[src/rtl/ca_pkg.sv]
// Shared constants, FSM states and boundary-mode codes for the CA run controller.
// Pure declarations: no logic, no latency, no backpressure.
package ca_pkg;

   localparam int CA_WIDTH = 32;
   localparam int GEN_W    = 16;

   typedef enum logic [1:0] {
      IDLE = 2'd0,
      LOAD = 2'd1,
      RUN  = 2'd2,
      DONE = 2'd3
   } state_t;

   localparam logic [1:0] BND_ZERO = 2'd0;
   localparam logic [1:0] BND_ONE  = 2'd1;
   localparam logic [1:0] BND_WRAP = 2'd2;

endpackage

[src/rtl/ca_boundary_mux.sv]
// Selects the left/right boundary bits fed into the edge cells of the array.
// Purely combinational, zero latency, no backpressure.
module ca_boundary_mux
   import ca_pkg::*;
(
   input  logic [1:0] mode,
   input  logic       row_msb,
   input  logic       row_lsb,
   output logic       left,
   output logic       right
);

   always_comb begin
      left  = 1'b0;
      right = 1'b0;
      case (mode)
         BND_ONE: begin
            left  = 1'b1;
            right = 1'b1;
         end
         BND_WRAP: begin
            // cell 0's left neighbour is cell 31 and vice versa
            left  = row_msb;
            right = row_lsb;
         end
         default: begin
            left  = 1'b0;
            right = 1'b0;
         end
      endcase
   end

endmodule

[src/rtl/ca_run_ctrl.sv]
// Run controller: loads a seed into the CA array, steps it N generations, returns the row.
// done arrives gens+2 edges after start is sampled; start is ignored while busy (no backpressure).
module ca_run_ctrl
   import ca_pkg::*;
(
   input  logic                clk,
   input  logic                rst,
   input  logic                start,
   input  logic                abort,
   input  logic [CA_WIDTH-1:0] seed,
   input  logic [7:0]          rule_in,
   input  logic [GEN_W-1:0]    gens,
   input  logic [1:0]          mode,
   input  logic                halt_en,
   input  logic [CA_WIDTH-1:0] arr_out,
   output logic [7:0]          arr_rule,
   output logic [CA_WIDTH-1:0] arr_state,
   output logic                arr_set,
   output logic                arr_left,
   output logic                arr_right,
   output logic                busy,
   output logic                done,
   output logic [CA_WIDTH-1:0] result,
   output logic [GEN_W-1:0]    gen_count,
   output logic                aborted
);

   state_t              state_q, state_d;
   logic [CA_WIDTH-1:0] seed_q, prev_q, result_q;
   logic [7:0]          rule_q;
   logic [GEN_W-1:0]    gens_q, gen_cnt, gen_count_q;
   logic [1:0]          mode_q;
   logic                halt_q, done_q, aborted_q;

   always_ff @(posedge clk or posedge rst) begin
      if (rst) state_q <= IDLE;
      else     state_q <= state_d;
   end

   // Outside RUN the array is always loaded: seed in LOAD, itself in DONE, last result in IDLE.
   always_comb begin
      state_d   = state_q;
      arr_set   = 1'b1;
      arr_state = result_q;
      case (state_q)
         IDLE: begin
            if (start) state_d = LOAD;
         end
         LOAD: begin
            arr_state = seed_q;
            if (abort || gens_q == '0) state_d = DONE;
            else                       state_d = RUN;
         end
         RUN: begin
            arr_set   = 1'b0;
            arr_state = arr_out;
            if (abort)                                            state_d = DONE;
            else if (gen_cnt == gens_q - GEN_W'(1))               state_d = DONE;
            else if (halt_q && gen_cnt != '0 && arr_out == prev_q) state_d = DONE;
         end
         DONE: begin
            arr_state = arr_out;
            state_d   = IDLE;
         end
         default: state_d = IDLE;
      endcase
   end

   always_ff @(posedge clk or posedge rst) begin
      if (rst) begin
         seed_q      <= '0;
         rule_q      <= '0;
         gens_q      <= '0;
         mode_q      <= BND_ZERO;
         halt_q      <= 1'b0;
         gen_cnt     <= '0;
         prev_q      <= '0;
         result_q    <= '0;
         gen_count_q <= '0;
         done_q      <= 1'b0;
         aborted_q   <= 1'b0;
      end else begin
         done_q <= 1'b0;
         case (state_q)
            IDLE: begin
               if (start) begin
                  seed_q    <= seed;
                  rule_q    <= rule_in;
                  gens_q    <= gens;
                  mode_q    <= mode;
                  halt_q    <= halt_en;
                  gen_cnt   <= '0;
                  aborted_q <= 1'b0;
               end
            end
            LOAD: begin
               if (abort) aborted_q <= 1'b1;
            end
            RUN: begin
               gen_cnt <= gen_cnt + GEN_W'(1);
               prev_q  <= arr_out;
               if (abort) aborted_q <= 1'b1;
            end
            DONE: begin
               result_q    <= arr_out;
               gen_count_q <= gen_cnt;
               done_q      <= 1'b1;
            end
            default: ;
         endcase
      end
   end

   ca_boundary_mux u_bnd (
      .mode    (mode_q),
      .row_msb (arr_out[CA_WIDTH-1]),
      .row_lsb (arr_out[0]),
      .left    (arr_left),
      .right   (arr_right)
   );

   assign arr_rule  = rule_q;
   assign busy      = (state_q != IDLE);
   assign done      = done_q;
   assign result    = result_q;
   assign gen_count = gen_count_q;
   assign aborted   = aborted_q;

endmodule

[config.mk]
export PLATFORM = sky130hd
export DESIGN_NAME = ca_run_ctrl
export DESIGN_NICKNAME = d
export VERILOG_FILES = /design/src/rtl/ca_pkg.sv /design/src/rtl/ca_boundary_mux.sv /design/src/rtl/ca_run_ctrl.sv
export SDC_FILE = /design/constraint.sdc
export NUM_CORES = 1
export LEC_CHECK = 0
export CORE_MARGIN = 3
export CORE_UTILIZATION = 40
export DETAILED_ROUTE_END_ITERATION = 10
export PLACE_DENSITY = 0.69
export SLEW_MARGIN = 20
export SYNTH_ARGS = -nofsm -noshare
export SYNTH_HDL_FRONTEND = slang
export SYNTH_SLANG_ARGS = --single-unit
[constraint.sdc]
create_clock -name clk -period 4.8 [get_ports clk]
set_input_delay 0.48 -clock clk [delete_from_list [all_inputs] [get_ports clk]]
set_output_delay 0.48 -clock clk [all_outputs]
set_load 0.005 [all_outputs]
Word level (Yosys, flattened, before mapping)
Index checks and enable logic that the tools add are counted.

Flip-flop bits (word level): 159. Bits in read-only memories: 0. Memory bits (writable): 0. Bits of input ports: 95. Latch bits: 0. Memories: 0. Word-level logic and storage cells: 55.

Mux-type cells: 16. Equal/unequal tests: 10. Divide/modulo/power cells: 0. Magnitude comparators: 0. Shifts and indexed selects: 0. Bitwise operators: 0. Add/sub/neg operators: 2. $mul: 0. Reduce and logical (&&, ||, !) cells: 15.

Operators with widths (count): one-hot mux 32 bit (2 select lines) (1); == test 32 bit (1); one-hot mux 16 bit (2 select lines) (1); adder 16 x 1 -> 16 bit, second input constant (1); == test 16 bit (1); zero test 16 bit (1); two-way mux 16 bit (1); nonzero test 16 bit (1); subtractor 16 x 1 -> 16 bit, second input constant (1); two-way mux 2 bit (4); one-hot mux 2 bit (4 select lines) (1); == test 2 bit, second input constant (3); one-hot mux 1 bit (2 select lines) (3); AND reduction 2 bit (3); nonzero test 2 bit (3); two-way mux 1 bit (5); == test 2 x 1 -> 1 bit, second input constant (2); != test 4 bit, second input constant (1); OR reduction 2 bit (2); AND reduction 3 bit (1); logical AND 1 bit (2); zero test 2 bit (1); != test 2 x 1 -> 1 bit, second input constant (1); != test 2 bit, second input constant (1); logical OR 1 bit (1).

Logic depth before layout (Yosys ltp)
Word-level depth: 7. Mapped depth: 11. Depth with buffers taken out: 9.

By module
From an unflattened synthesis, not the netlist that was laid out.

Cell total of the unflattened synthesis: 660. Area total of the unflattened synthesis: 7798.7 µm².

By module, submodules not included: ca_run_ctrl (times used 1, cells each 652, area each 7748.7 µm²); ca_boundary_mux (times used 1, cells each 8, area each 50.0 µm²).

Worst setup path before layout
OpenSTA, ideal clock, no wires.

Path kind: reg-to-reg. Start: register gens_q[0]. End: register state_q[1]. Arrival: 2632 ps. Path slack: 2043 ps. Required time: 4675 ps. Setup time: 125 ps. Cell stages (with the launch flop): 12. Period minus slack after synthesis: 2757 ps. Cell sequence: dfrtp_1 buf_2 inv_1 ha_1 buf_4 or3b_2 or4_1 o311a_1 o22ai_2 nand4_2 nand2_2 mux2_4.

Longest elaborated chain between the ends: 5. Elaborated cells on any way between the ends: 7. Classes of those cells: 1 x add/sub; 2 x eq/ne; 3 x mux; 1 x reduce/logical.

Ends and longest elaborated chain: start: declaration (RTL line ca_run_ctrl.sv:31) `logic [GEN_W-1:0] gens_q, gen_cnt, gen_count_q;`; start signal: assignment (RTL line ca_run_ctrl.sv:89) `gens_q <= gens;`; subtractor 16 x 1 -> 16 bit (*) (RTL line ca_run_ctrl.sv:58) `else if (gen_cnt == gens_q - GEN_W'(1)) state_d = DONE;`; == test 16 bit (*) (RTL line ca_run_ctrl.sv:58); two-way mux 2 bit (RTL line ca_run_ctrl.sv:58); two-way mux 2 bit (RTL line ca_run_ctrl.sv:57) `if (abort) state_d = DONE;`; one-hot mux 2 bit (4 select lines) (RTL line ca_run_ctrl.sv:45) `case (state_q)`; end signal: assignment (RTL line ca_run_ctrl.sv:37) `else state_q <= state_d;`; end: declaration (RTL line ca_run_ctrl.sv:28) `state_t state_q, state_d;`.

Mark *: on every way between the ends. The rest lies on a longest branch, timed or not. A chain may end at the register's enable or synchronous reset.

Worst setup path after layout
Start: register state_q[0]. End: output arr_state[1].

Longest elaborated chain between the ends: 3. Elaborated cells on any way between the ends: 5. Classes of those cells: 3 x eq/ne; 1 x mux; 1 x reduce/logical.

Ends and longest elaborated chain: == test 2 bit (RTL line ca_run_ctrl.sv:45); OR reduction 2 bit (no line); one-hot mux 32 bit (2 select lines) (*) (RTL line ca_run_ctrl.sv:45); end: declaration (RTL line ca_run_ctrl.sv:17) `output logic [CA_WIDTH-1:0] arr_state,`.

Marks and branches as above.

==> impl_metrics.toml <==
[floorplan]
die_area_sq_um = 21600
start_util_pct = 41.6
core-area_sq_um = 19100
placementRows = 50
ios = 189
die_y_um = 147
die_x_um = 147

[setup_path]
path_delay_family = "buffers and inverters"
reg2reg_slack_ns = 1.80
reg2reg_to = "state_q[1]$_DFFE_PP0P_"
r2r_start = "gens_q[0]$_DFFE_PP0P_"
slowest_delay_ns = 0.66
crit_path_start_kind = "flop"
crit_fanout = 32
critPathCaptureType = "output port"
r2r_cells = 9
crit_chain = "inv_1 -> ha_2 -> or2_2 -> a22oi_1 -> o21ai_0 -> clkdlybuf4s50_1"
arrival_ns = 2.87
path_buf_inv = 2
path_class = "reg -> out"
critical_path_required_ns = 4.32
cp_slowest_cell = "or2_2"

[synth]
syn-num-nets = 779
ys_ff_latch = 159
yosysWarningCount = 0
synth-edff-count = 0
async_reset_ff_share_pct = 100
netlist_area_sq_um = 7930
netlist_instances = 673
yosys_most_used_dff = "dfrtp_1"
seq_area_frac_synth_pct = 50.1
synth_cell_types = 55
synth_area_per_cell_sq_um = 11.8

[sta]
hold_viol_final = 0
rsz0062_at_grt = "false"
setup-tns-final_ns = 0
slew_violations = 0
worstMarginPinSlew_ns = 1.01
final.period_utilization_pct = 69.7
post-route-worst-setup-slack_ns = 1.45
setup_viol = 0
fin_skew_ns = 0.0127
finalCriticalPeriod_ns = 3.35
slew_headroom_pct = 32.6
fmax_mhz = 299

[power_and_ir_drop]
power_frac_comb_pct = 45.8
seqPwrFrac_pct = 34.2
peakVddDrop_mv = 0.378
p_per_area_nw_per_um2 = 662
p_leak_nw = 4.35
netSwitchingPower_mw = 2.40
internal_power_mw = 4.62
switching_share_pct = 34.2
clkPwrFrac_pct = 20.0

[status]
run_status = "completed"

[final_layout]
final_common_cell = "clkdlybuf4s50_1"
antennaDiodeCount = 0
layout-drive-gt1-share_pct = 22.9
fillers = 1652
area_delta_synth_final_pct = 33.6
fin_nets = 943
layout.cells.most_common_list = "clkdlybuf4s50_1 (188), dfrtp_1 (159), mux2_2 (140)"

[cts]
cts_tree = "yes"
cts_hold_buffers = 0
cts_root_buffer = "clkbuf_16"
clk_path_buf_depth = 2
numClockSinks = 159
cts.clk_slew.worst_paths_ns = 0.06
cts.repair.resized = 0
h-tree-depth = 4
post_cts_buffers = 0
tritoncts.num_buffers = 17
clock_latency_ns = 0.42

[detailed_routing]
vias = 5822
wl_per_cell_um = 18.2
dr.pass1.iters = 4
drt_iter0_drc = 369
vias_per_cell = 5.25
drtAntennaViolNets = 0
drc_errors = 0
wl_um = 20200

[min_path]
min_to = "arr_rule[1]$_DFFE_PP0P_"
hold_class = "reg -> reg"
min_from = "arr_rule[1]$_DFFE_PP0P_"
hold_depth = 1

[placed_design]
gp_congestion = 0.880
pre_cts_slack_ns = 1.69
dp.final_hpwl_um = 13600
portBuffers = 188

[global_routing]
grt_max_degree = 96
grtUsageTotal_pct = 18.9
grt_pass1_wl_um = 32700
grt_overflow = 0
antenna_found_initial = 0
grt_pass1_vias = 5986

[run]
cap_violations = 0
[per-stage QoR]
| step | std cells | util, % | area, sq um | hold WS, ns | power, mW |
|---|---|---|---|---|---|
| finish | 1110 | 55.5 | 10600 | 0.502 | 7.02 |
| global route | 1110 | 55.5 | 10600 | 0.520 | 7.52 |
| CTS | 1110 | 55.5 | 10600 | 0.506 | 7.10 |
| detailed placement | 1078 | 52.2 | 9960 | 0.492 | 5.65 |
| global placement | 1078 | 52.2 | 9960 | 0.487 | 5.60 |
| floorplan | 673 | - | 7930 | 0.479 | 4.23 |
[final cells by class]
class	count	area, sq um	share of cell area, %
clock buffers	19	453	4.27
flip-flops and latches	159	3980	37.5
well taps	260	325	3.07
repair buffers	193	1930	18.2
inverters	16	65.1	0.614
multi-input cells	450	3670	34.7
clock inverters	13	169	1.59
[worst reg2reg max path: cells and delay by family (launching register included)]
family / cells / cell delay [ns]
buffers and inverters: 1 / 0.12
adders and majority gates: 1 / 0.31
and+or+nand+nor: 5 / 1.59
AOI/OAI and AO/OA: 1 / 0.10
muxes: 1 / 0.29
DFF: 1 / 0.47
[Yosys cell counts (3+ instances only)]
master,instances,area share (%)
a21oi_1,9,0.57
nor3_1,9,0.57
nand3_1,7,0.44
xor2_1,45,5.0
inv_1,16,0.76
nor4b_1,3,0.33
dfrtp_1,159,50
o21ai_0,42,2.6
nor2_1,21,0.99
a22oi_1,32,3.0
nand4_1,9,0.71
or3_1,4,0.32
nor4_1,15,1.2
buf_2,3,0.19
clkbuf_1,25,1.2
nand2_1,41,1.9
buf_1,12,0.57
mux2_2,140,20
buf_6,4,0.57
ha_1,11,1.7
or4_1,4,0.38
xnor2_1,14,1.5
and4_1,3,0.33
[how the worst max path moves through the flow]
stage                                 startpoint                      to  cells past startpoint
after global placement                     start  state_q[1]$_DFFE_PP0P_                      8
final                     state_q[0]$_DFFE_PP0P_            arr_state[1]                      6
after global routing      state_q[0]$_DFFE_PP0P_            arr_state[1]                      6
after CTS                 state_q[0]$_DFFE_PP0P_            arr_state[9]                      5
after detailed placement                   start  state_q[1]$_DFFE_PP0P_                      8
after floorplan                              rst     aborted$_DFFE_PP0P_                      1
[state kept, by name, indices dropped and copies added, names as in the netlist]
signal	cells
arr_rule	8
prev_q	32
state_q	2
mode_q	2
done	1
halt_q	1
aborted	1
result	32
seed_q	32
gens_q	16
gen_count	16
gen_cnt	16
[kinds of logic (layout without fill, tap and decap cells)]
| family | Yosys count | in the layout | synth area share, % |
|---|---|---|---|
| AO/OA/AOI/OAI | 105 | 105 | 8.64 |
| XOR/XNOR | 59 | 59 | 6.51 |
| adder cells (fa/ha/maj) | 11 | 11 | 1.73 |
| buffers and inverters | 64 | 241 | 3.80 |
| flip-flops | 159 | 159 | 50.1 |
| multiplexers | 143 | 143 | 20.3 |
| AND/OR/NAND/NOR | 132 | 132 | 8.85 |
[routing by layer]
metal  wire, um  vias up  track usage (%)
met2      10100      165             32.0
met4        161        0             4.00
li1           -     2749                -
met1       8500     2896             23.9
met3       1480       12             6.11
met5          0        -                0
[power by group through the flow]
stage          registers (mW)  clock network [mW]  logic (mW)
6_report                 2.40                1.40        3.21
3_5_place_dp             2.42                   0        3.23
2_1_floorplan            2.28                   0        1.95
4_1_cts                  2.40                1.44        3.26
3_3_place_gp             2.40                   0        3.20
5_1_grt                  2.49                1.50        3.52
Power figures use the tool's default switching activity.
